$ cat config.mk
export PLATFORM = sky130hd
export DESIGN_NAME = sim_input_stream_widen
export DESIGN_NICKNAME = d
export VERILOG_FILES = /design/src/rtl/sim_input_stream_widen.sv
export SDC_FILE = /design/constraint.sdc
export NUM_CORES = 1
export LEC_CHECK = 0
export ABC_CLOCK_PERIOD_IN_PS = 21200
export BUFFER_PORTS_ARGS = -buffer_cell sky130_fd_sc_hd__buf_2
export CAP_MARGIN = 20
export CELL_PAD_IN_SITES_DETAIL_PLACEMENT = 1
export CELL_PAD_IN_SITES_GLOBAL_PLACEMENT = 1
export CORE_UTILIZATION = 35
export CTS_BUF_LIST = sky130_fd_sc_hd__clkbuf_4 sky130_fd_sc_hd__clkbuf_8
export DETAILED_ROUTE_END_ITERATION = 12
export PLACE_DENSITY_LB_ADDON = 0.1
export SETUP_SLACK_MARGIN = 0.15
export SLEW_MARGIN = 10
export SYNTH_ARGS = -nofsm -noshare
export SYNTH_HDL_FRONTEND = slang
export SYNTH_SLANG_ARGS = --single-unit
$ cat constraint.sdc
create_clock -name clock -period 21.2 [get_ports clock]
set_input_delay 4.24 -clock clock [delete_from_list [all_inputs] [get_ports clock]]
set_output_delay 4.24 -clock clock [all_outputs]
set_load 0.005 [all_outputs]
$ cat src/rtl/sim_input_stream_widen.sv
// Packs narrow input words into wide output beats (little-endian lanes) and
// queues completed beats in a first-word-fall-through FIFO.
module sim_input_stream_widen #(
  parameter int IN_BITS  = 64,
  parameter int OUT_BITS = 256,
  parameter int DEPTH    = 4,
  localparam int R       = OUT_BITS / IN_BITS,
  localparam int CNT_W   = $clog2(DEPTH + 1)
) (
  input  logic                clock,
  input  logic                reset,
  input  logic                in_valid,
  output logic                in_ready,
  input  logic [IN_BITS-1:0]  in_bits,
  input  logic                in_last,
  output logic                out_valid,
  input  logic                out_ready,
  output logic [OUT_BITS-1:0] out_bits,
  output logic [R-1:0]        out_keep,
  output logic                out_last,
  output logic [CNT_W-1:0]    count
);

  localparam int LANE_W = (R > 1) ? $clog2(R) : 1;
  localparam int PTR_W  = $clog2(DEPTH);

  logic [LANE_W-1:0]   lane_q, lane_d;
  logic [OUT_BITS-1:0] acc_bits_q, acc_bits_d;
  logic [R-1:0]        acc_keep_q, acc_keep_d;
  logic [PTR_W-1:0]    wr_ptr_q, wr_ptr_d;
  logic [PTR_W-1:0]    rd_ptr_q, rd_ptr_d;
  logic [CNT_W-1:0]    count_q, count_d;

  logic [OUT_BITS-1:0] mem_bits_q [DEPTH];
  logic [OUT_BITS-1:0] mem_bits_d [DEPTH];
  logic [R-1:0]        mem_keep_q [DEPTH];
  logic [R-1:0]        mem_keep_d [DEPTH];
  logic                mem_last_q [DEPTH];
  logic                mem_last_d [DEPTH];

  logic                in_fire;
  logic                out_fire;
  logic                beat_done;
  logic [OUT_BITS-1:0] beat_bits;
  logic [R-1:0]        beat_keep;

  // No full-bypass: a pop in the same cycle does not open the input.
  assign in_ready  = (count_q != CNT_W'(DEPTH));
  assign out_valid = (count_q != '0);
  assign in_fire   = in_valid && in_ready;
  assign out_fire  = out_valid && out_ready;
  assign count     = count_q;

  always_comb begin
    beat_bits = acc_bits_q;
    beat_keep = acc_keep_q;
    for (int k = 0; k < R; k++) begin
      if (in_fire && (lane_q == LANE_W'(k))) begin
        beat_bits[k*IN_BITS +: IN_BITS] = in_bits;
        beat_keep[k]                    = 1'b1;
      end
    end
    beat_done = in_fire && (in_last || (lane_q == LANE_W'(R - 1)));

    lane_d     = lane_q;
    acc_bits_d = acc_bits_q;
    acc_keep_d = acc_keep_q;
    if (beat_done) begin
      lane_d     = '0;
      acc_bits_d = '0;
      acc_keep_d = '0;
    end else if (in_fire) begin
      lane_d     = lane_q + LANE_W'(1);
      acc_bits_d = beat_bits;
      acc_keep_d = beat_keep;
    end
  end

  // The beat is written straight from the assembler so it lands in the FIFO
  // on the same edge that accepts its final word.
  always_comb begin
    mem_bits_d = mem_bits_q;
    mem_keep_d = mem_keep_q;
    mem_last_d = mem_last_q;
    wr_ptr_d   = wr_ptr_q;
    rd_ptr_d   = rd_ptr_q;
    count_d    = count_q;
    if (beat_done) begin
      mem_bits_d[wr_ptr_q] = beat_bits;
      mem_keep_d[wr_ptr_q] = beat_keep;
      mem_last_d[wr_ptr_q] = in_last;
      wr_ptr_d             = wr_ptr_q + PTR_W'(1);
    end
    if (out_fire) begin
      rd_ptr_d = rd_ptr_q + PTR_W'(1);
    end
    case ({beat_done, out_fire})
      2'b10:   count_d = count_q + CNT_W'(1);
      2'b01:   count_d = count_q - CNT_W'(1);
      default: count_d = count_q;
    endcase
  end

  always_comb begin
    out_bits = '0;
    out_keep = '0;
    out_last = 1'b0;
    if (out_valid) begin
      out_bits = mem_bits_q[rd_ptr_q];
      out_keep = mem_keep_q[rd_ptr_q];
      out_last = mem_last_q[rd_ptr_q];
    end
  end

  always_ff @(posedge clock) begin
    if (reset) begin
      lane_q     <= '0;
      acc_bits_q <= '0;
      acc_keep_q <= '0;
      wr_ptr_q   <= '0;
      rd_ptr_q   <= '0;
      count_q    <= '0;
    end else begin
      lane_q     <= lane_d;
      acc_bits_q <= acc_bits_d;
      acc_keep_q <= acc_keep_d;
      wr_ptr_q   <= wr_ptr_d;
      rd_ptr_q   <= rd_ptr_d;
      count_q    <= count_d;
    end
  end

  // Storage needs no reset: entries are only visible while count is nonzero.
  always_ff @(posedge clock) begin
    mem_bits_q <= mem_bits_d;
    mem_keep_q <= mem_keep_d;
    mem_last_q <= mem_last_d;
  end

endmodule
==> results.txt <==
setup TNS = 0 ps
largest family of logic cells by synthesized area = multiplexers
Yosys top cell area share = 0.6042
fraction of layout cells with a size suffix above 1 = 0.3333
EDFF count, synth = 1044
port bufs = 334
#FFs+latches synth = 1313
Hold Fails Final Rpt = 0
PostCTS Resize Cnt = 0
Post-Layout Cell Count = 5646
Via density = 5.373
Critical R2R Capture = mem_bits_q[876]$_DFFE_PP_
CTS tree = done
CP Capture Type = output port
initial antenna violation count = 9
CP Class = reg -> out
FF/Latch Area = 36740 sq um
synth cell count leaders = edfxtp_1 (1044), dfxtp_1 (269), and2_1 (263), o21ai_0 (263), mux4_2 (261)
CP arrival = 4920 ps
Mean Syn Cell Area = 16.24 sq um
final setup fails = 0
FFs w/ async S/R, synth = 0
deepest clock path buffer count = 3
critical path's slowest cell = buf_4
Area contributors post-synth = edfxtp_1 (60%), mux4_2 (11%), dfxtp_1 (10%), a21oi_2 (3.5%), and2_1 (3.2%)
worst hold path type = reg -> reg
Die H = 387.0 um
first-pass GRT wire length = 230.2 mm
WP data required = 16960 ps
final period utilization = 0.4321
Initial Util = 0.3543
Worst R2R Start = lane_q[0]$_SDFFE_PP0P_
Post-Synthesis Cells = 3195
Die X = 387.0 um
number of global-route vias before repair = 33590
top_reg_cell synth = edfxtp_1
Final Skew = 49.78 ps
complex-gate fraction of the synthesized area = 0.06696
PwrDens = 113.3 nW/um^2
Hold EP = acc_keep_q[3]$_SDFFE_PP0P_
number of max-cap violations = 0
Max-slew headroom = 0.1729
distinct cell type count after synthesis = 30
warnings from Yosys = 0
routed len/inst = 27.71 um
die area = 149800 sq um
unrepaired setup endpoints after global routing = no
crit path cell chain = buf_4 > buf_4 > buf_4 > mux4_2 > and2_1 > buf_2
Multi-input gate area = 13990 sq um
leading cell type by number of instances after synthesis = edfxtp_1
clock sinks = 1313
row count = 140
H-Tree Depth = 4
Yosys top cell by area = edfxtp_1
most used cell, CP = buf_4
max-slew violations = 0
WL final = 156.4 mm
Layout area overhead = 15.61%
Final GP Congestion = 0.7254
slowest stage delay, CP = 840 ps
via count = 30340
GRT Total Usage = 0.2084
worst slew pin tran = 1241 ps
initial drt markers = 1841
VDD IR max = 0.08199 mV
worst min-delay path startpoint = acc_keep_q[3]$_SDFFE_PP0P_
post-detail-place hpwl = 91.31 mm
drt pass-1 iters = 5
Num CTS Buffers = 219
clock transition at the registers of the reported paths = 60 ps
adder-cell share of the synthesized area = 0.002556
Post-DRT Antenna Nets = 0
gr ovfl total = 0
worst reg2reg setup slack = 16480 ps
Synth Area in XOR/XNOR = 0.0005064
placed cell count = 5228
DRC viols = 0
Seq/Total Area, Yosys = 0.7080
core area = 146400 sq um
Synth Area in Simple Gates = 0.08408
# IOs = 335
crit path launch type = flip-flop
setup bufs post-CTS = 0
Worst-Skew Late Latency = 950 ps
crit path time final = 9160 ps
R2R depth = 5
status = finished clean
post-cts hold buffer count = 0
P_leak = 20.80 nW
worst-path fanout max = 45
Netlist Area Pre-Place = 51890 sq um
CTS root buf = clkbuf_8
Post-Synthesis Net Count = 3274
mux share of post-synthesis cell area = 0.1133
pin count of the biggest net entering global routing = 207
hold depth = 1
# fillers = 14500
f_max = 109.2 MHz
Layout Nets = 3612
==> flip-flops by register name (all words and copies together), names as in the netlist <==
| signal | count |
|---|---|
| mem_bits_q | 1024 |
| acc_bits_q | 256 |
| count | 3 |
| rd_ptr_q | 2 |
| mem_keep_q | 16 |
| mem_last_q | 4 |
| acc_keep_q | 4 |
| wr_ptr_q | 2 |
| lane_q | 2 |
==> worst max-delay path by stage <==
stage                                        start                      end  slack (ps)
after CTS                 rd_ptr_q[0]$_SDFFE_PP0P_            out_bits[225]       11690
after detailed placement  rd_ptr_q[0]$_SDFFE_PP0P_            out_bits[225]       12780
after floorplan                           in_valid  mem_bits_q[0]$_DFFE_PP_       10070
after global routing      rd_ptr_q[0]$_SDFFE_PP0P_            out_bits[225]       11470
after global placement    rd_ptr_q[0]$_SDFFE_PP0P_            out_bits[221]       12800
final                     rd_ptr_q[0]$_SDFFE_PP0P_            out_bits[225]       12040
==> critical path: cells and delay by family, from the launching register on <==
kind	cells	cell delay (ps)
and+or+nand+nor	1	170
DFF	1	720
buffers and inverters	4	2330
muxes	1	610
==> cells in the final DEF (no fill, tap or decap), types with 53 or more instances in the layout <==
| cell type | n |
|---|---|
| clkbuf_4 | 79 |
| o21ai_0 | 263 |
| nand4_1 | 258 |
| clkbuf_8 | 248 |
| a21oi_1 | 53 |
| mux4_2 | 261 |
| edfxtp_1 | 1044 |
| dfxtp_1 | 267 |
| a21oi_2 | 210 |
| nand2_1 | 256 |
| and2_1 | 263 |
| buf_2 | 333 |
==> metal layers <==
layer	track usage	vias to the layer above	part of all wire
li1	-	13170	-
met5	0	-	0.00022
met4	0.06847	6	0.028
met2	0.3693	796	0.52
met1	0.2529	16100	0.40
met3	0.04176	267	0.050
==> where the power goes <==
part           leakage, nW  switching, mW  internal, mW  total (mW)
Sequential            11.6         0.0405          2.88        2.92
Clock                 2.49           1.05          1.34        2.39
Combinational         6.70          0.895         0.595        1.49
Total                 20.8           1.98          4.82        6.80
==> final cells by class <==
| class | instances | share of cell area |
|---|---|---|
| sequential | 1313 | 0.6125 |
| multi-input combinational | 1612 | 0.2333 |
| clock buffer | 327 | 0.06678 |
| tap | 1917 | 0.03998 |
| timing repair buffer | 377 | 0.03471 |
| clock inverter | 87 | 0.01189 |
| inverter | 10 | 0.0007509 |
| antenna | 3 | 0.0001251 |
==> kinds of logic (layout without fill, tap and decap cells) <==
logic type	Yosys count	after routing
other	0	3
buffers and inverters	270	801
adder cells (fa/ha/maj)	10	10
AO/OA/AOI/OAI	533	533
flip-flops	1313	1313
AND/OR/NAND/NOR	805	805
multiplexers	261	261
XOR/XNOR	3	3
==> per-stage QoR <==
stage / hold WS, ps / util / total power, mW / worst slack, ps / area [sq um]
detailed placement: 444.6 / 0.3772 / 4.512 / 12780 / 55230
finish: 460.7 / 0.4096 / 6.799 / 12040 / 59990
floorplan: 423.6 / - / 3.845 / 10070 / 51890
CTS: 462.2 / 0.4094 / 6.922 / 11690 / 59950
global placement: 441.3 / 0.3770 / 4.494 / 12800 / 55210
global route: 482.0 / 0.4096 / 7.100 / 11470 / 59990
(Power assumes the default switching activity.)
